**config.mk**
```make
export PLATFORM = sky130hd
export DESIGN_NAME = dsp_add_v2_packer
export DESIGN_NICKNAME = d
export VERILOG_FILES = /design/src/rtl/dsp_add_v2_packer.sv
export SDC_FILE = /design/constraint.sdc
export NUM_CORES = 1
export LEC_CHECK = 0
export CAP_MARGIN = 20
export CORE_MARGIN = 4
export CORE_UTILIZATION = 43
export DETAILED_ROUTE_END_ITERATION = 16
export HOLD_SLACK_MARGIN = 0.02
export PLACE_DENSITY = 0.85
export RECOVER_POWER = 100
export SLEW_MARGIN = 20
export SYNTH_ARGS = -nofsm -noshare
export SYNTH_HDL_FRONTEND = slang
export SYNTH_SLANG_ARGS = --single-unit
```
**constraint.sdc**
```tcl
create_clock -name clock -period 2.78 [get_ports clock]
set_input_delay 0.417 -clock clock [delete_from_list [all_inputs] [get_ports clock]]
set_output_delay 0.417 -clock clock [all_outputs]
set_load 0.01 [all_outputs]
```
**src/rtl/dsp_add_v2_packer.sv**
```systemverilog
// Packs pairs of operand pairs into the two lanes of dsp_add_v2.
// Optional idle auto-flush of a half pair is built only with `define PACKER_TIMEOUT_EN.
module dsp_add_v2_packer #(
    parameter int unsigned width   = 24,
    parameter int unsigned timeout = 16
) (
    input  logic             clock,
    input  logic             reset,
    input  logic             in_valid,
    output logic             in_ready,
    input  logic [width-1:0] in_a,
    input  logic [width-1:0] in_b,
    input  logic             in_last,
    output logic             out_valid,
    input  logic             out_ready,
    output logic [width-1:0] a0,
    output logic [width-1:0] b0,
    output logic [width-1:0] a1,
    output logic [width-1:0] b1,
    output logic             lane1_valid
);

    typedef enum logic [1:0] {
        EMPTY = 2'd0,
        HALF  = 2'd1,
        FULL  = 2'd2
    } state_t;

    state_t state;
    state_t next_state;
    logic   accept;
    logic   emit;
    logic   timeout_hit;

    assign accept = in_valid && in_ready;
    assign emit   = out_valid && out_ready;

    // NOTE: sequential state uses non-blocking assignments so every register samples pre-edge values.
    always_ff @(posedge clock or posedge reset) begin
        if (reset) begin
            state <= EMPTY;
        end else begin
            state <= next_state;
        end
    end

    // NOTE: default assignment first so no path through this block can infer a latch.
    always_comb begin
        next_state = state;
        unique case (state)
            EMPTY: begin
                if (accept) begin
                    next_state = in_last ? FULL : HALF;
                end
            end
            HALF: begin
                if (accept || timeout_hit) begin
                    next_state = FULL;
                end
            end
            FULL: begin
                if (emit) begin
                    if (accept) begin
                        next_state = in_last ? FULL : HALF;
                    end else begin
                        next_state = EMPTY;
                    end
                end
            end
            default: next_state = EMPTY;
        endcase
    end

    // A full packer can still take a pair in the same cycle it drains (no bubble).
    always_comb begin
        in_ready  = 1'b1;
        out_valid = 1'b0;
        if (state == FULL) begin
            in_ready  = out_ready;
            out_valid = 1'b1;
        end
    end

    // Lane 0 load always starts a fresh packed word, so lane 1 is cleared alongside it.
    always_ff @(posedge clock or posedge reset) begin
        if (reset) begin
            a0          <= '0;
            b0          <= '0;
            a1          <= '0;
            b1          <= '0;
            lane1_valid <= 1'b0;
        end else if (accept) begin
            if (state == HALF) begin
                a1          <= in_a;
                b1          <= in_b;
                lane1_valid <= 1'b1;
            end else begin
                a0          <= in_a;
                b0          <= in_b;
                a1          <= '0;
                b1          <= '0;
                lane1_valid <= 1'b0;
            end
        end
    end

`ifdef PACKER_TIMEOUT_EN
    localparam int unsigned cnt_w = (timeout > 1) ? $clog2(timeout + 1) : 1;

    logic [cnt_w-1:0] idle_cnt;

    assign timeout_hit = (state == HALF) && !accept && (idle_cnt == cnt_w'(timeout - 1));

    always_ff @(posedge clock or posedge reset) begin
        if (reset) begin
            idle_cnt <= '0;
        end else if (next_state != HALF) begin
            idle_cnt <= '0;
        end else if (!accept) begin
            idle_cnt <= idle_cnt + 1'b1;
        end
    end
`else
    assign timeout_hit = 1'b0;
`endif

endmodule

```
==> impl_results.md, run 1 <==
* Status: complete, no violations
* Switching share of power at 0.3183
* Number of antenna violations at the first check in global routing at 0
* Cells after synthesis at 453
* Setup Skew at 0.005153 ns
* Startpoint types: input port
* Initial Utilization at 0.4470
* P_leak at 0.002942 uW
* # rows at 38
* Final global-route overflow total at 0
* Count leader, synth: dfrtp_1
* FMAX at 411.9 MHz
* Sw Pwr at 1550 uW
* Met3 usage at 0.04158
* CTS Sinks at 99
* Count of different cell masters after synthesis at 26
* Multi-input logic area at 0.002132 sq mm
* Post-route DRC at 0
* CTS tree: built
* Max Cap Viol at 0
* Routability cong. at 0.7882
* Power per Cell Area at 722.4 mW/mm^2
* Clock latency on the worst-skew pair at 0.35 ns
* Synth Warn # at 0
* Sequential power share at 0.408
* CTS H-Tree Depth at 3
* Wirelength per Cell at 19.94 um
* Vias/cell at 6.079
* Core area at 0.01103 sq mm
* Layout cell share with drive strength beyond 1 at 0.06690
* Max_slew headroom at 0.2927
* WS Path Type: in2out
* CTS Hold Buffers Added at 0
* Internal power at 3321 uW
* Layer with the highest usage: met2
* DP Area at 0.006455 sq mm
* CTS buffer count at 9
* Setup_tns at 0 ns
* Synth Net Count at 506
* WL final at 14,420 um
* Die width at 115.1 um
* Port Buf Inserts at 151
* Number of fill cells at 897
* Final slew viol count at 0
* DR iter-0 viols at 421
* Worst VDD drop at 0.4533 mV
* Final Hold Vio Count at 0
* CTS root buf: clkbuf_16
* Area of the mapped netlist at 0.004931 sq mm
* Diode count at 0
* Storage cell area at 0.002480 sq mm
* Clk network pwr share at 0.274
* DP HPWL at 9590 um
* Final nets at 631
* Clock transition at path regs at 0.06 ns
* 1st-pass router iterations at 5
* Min-Delay Path Class: reg2reg
* Post-DRT Antenna Nets at 0
* Crit path DAT at 2.01 ns
* Pin count of the biggest net entering global routing at 58
* Post-route cell area at 0.006743 sq mm
* Async set-or-reset flop fraction in the synthesized netlist at 1.000
* RSZ-0062 raised after global routing: false
* # setup viols final at 0
* Number of synthesized flops with an enable pin at 0
* Worst slew pin tran at 1.061 ns
* Met2 usage at 0.3607
* Sequential-to-total area share from yosys stat at 0.5024
* Yosys top cell area share at 0.5024
* Minimum clock period after layout at 2.428 ns
* Post-CTS resize count at 0
* Worst endpoint required time at 2.36 ns
* Die H at 115.1 um
* Via Count at 4,395
* # Post-CTS Setup Buffers at 0
* Area leader, netlist: dfrtp_1
* Vias in the first global route at 4,477
* CP max FO at 3
* Met1 Use GR at 0.2909
* Die ar. at 0.01324 sq mm
* I/O pins at 152
* Comb pwr share at 0.318
* Avg Cell Area, Syn at 10.89 sq um
* Crit. End Element: output port
* Period utilisation layout at 0.8732
* Synth area leaders: dfrtp_1, a22o_1, o221a_1, and3b_1, nor2_1
* Tot GR Track Use at 0.2213
* First-pass GRT wire length at 23,330 um
* FF+latch count, synth at 99
* Area Overhead vs Synth at 36.74%
* Primary FF master, synth: dfrtp_1
* Clk buf depth at 2
* Top post-synthesis cells by count: dfrtp_1, nor2_1, a22o_1
-- per-layer routing --
layer	up-vias	part of all wire
li1	1981	-
met1	2200	0.42
met2	187	0.49
met3	27	0.068
met4	0	0.022
met5	-	0
-- power groups by stage --
stage,clock network (uW),logic (uW),registers [uW]
after floorplan,0,755,2070
after global placement,0,1620,1990
after detailed placement,0,1680,2010
after CTS,1360,1690,1990
after global routing,1400,1680,2030
final,1330,1550,1990
-- final timing paths --
| check | from | to | slack, ns | cells after the start |
|---|---|---|---|---|
| max | out_ready | in_ready | 0.35 | 4 |
| min | lane1_valid$_DFFE_PP0N_ | lane1_valid$_DFFE_PP0N_ | 0.50 | 1 |
| max reg2reg | state[0]$_DFFE_PP0P_ | a1[0]$_DFFE_PP0N_ | 0.46 | 4 |
| min reg2reg | lane1_valid$_DFFE_PP0N_ | lane1_valid$_DFFE_PP0N_ | 0.50 | 1 |
| max in group asynchronous | reset | state[0]$_DFFE_PP0P_ | 0.98 | 3 |
| min in group asynchronous | reset | b1[13]$_DFFE_PP0N_ | 0.63 | 2 |
-- layout by cell type (no fill, tap or decap) --
cell,instances
clkbuf_1,2
buf_4,11
a21oi_1,19
nor2_2,1
nand2_1,3
nor4b_1,18
nand3b_1,10
o21ai_0,39
dlygate4sd3_1,101
o22ai_1,9
inv_1,1
buf_2,1
o21a_4,1
dfrtp_2,2
clkbuf_2,1
and3b_1,30
o32ai_1,1
nand2b_1,1
o21ai_4,1
nand2b_4,1
clkbuf_16,9
a22o_1,48
nor2_1,66
clkdlybuf4s50_1,49
o221a_1,30
buf_12,2
clkinv_2,4
clkinvlp_2,1
a311o_1,18
bufinv_16,2
dfrtp_1,97
nor2b_1,1
or2_2,2
a21o_1,1
-- metrics by stage --
| step | total power, uW | worst slack (ns) | cells | hold WS, ns | utilization |
|---|---|---|---|---|---|
| after global routing | 5118 | 0.2316 | 723 | 0.5194 | 0.6113 |
| final | 4871 | 0.3525 | 723 | 0.4997 | 0.6113 |
| after detailed placement | 3693 | 0.5001 | 707 | 0.4837 | 0.5852 |
| after CTS | 5042 | 0.5206 | 723 | 0.4063 | 0.6132 |
| after global placement | 3608 | 0.5752 | 707 | 0.4688 | 0.5852 |
| after floorplan | 2830 | 1.161 | 453 | 0.5182 | - |
-- flip-flops by register name, summed over array words and instances (netlist names) --
signal,cells
a1,24
state,2
a0,24
b0,24
b1,24
lane1_valid,1
-- area by class of cell --
class	count	area share
multi-input cells	300	0.3162
repair buffers	166	0.2429
clock inverters	6	0.01188
flip-flops and latches	99	0.3678
clock buffers	10	0.03396
well taps	140	0.02598
inverters	2	0.001299
-- worst max-delay path, cell delays in order --
cell	delay, ns
dlygate4sd3_1	0.55
nand2b_4	0.16
or2_2	0.27
dlygate4sd3_1	0.60
-- cells by family after synthesis --
logic type             count (synthesis)  share of synthesized area
DFF                                   99                     0.5024
AOI/OAI and AO/OA                    167                     0.2718
buffers and inverters                 54                    0.06420
and+or+nand+nor                      133                     0.1616
Note: power is estimated with default switching activity, not from simulation.
==> run 2: changes to the inputs <==
--- a/config.mk
+++ b/config.mk
@@ -9,6 +9,7 @@
 export CORE_MARGIN = 4
 export CORE_UTILIZATION = 43
 export DETAILED_ROUTE_END_ITERATION = 16
+export GPL_ROUTABILITY_DRIVEN = 0
 export HOLD_SLACK_MARGIN = 0.02
 export PLACE_DENSITY = 0.85
 export RECOVER_POWER = 100
==> results of run 2 <==
Same layout as run 1: the final DEF is identical, and so are final timing and power.
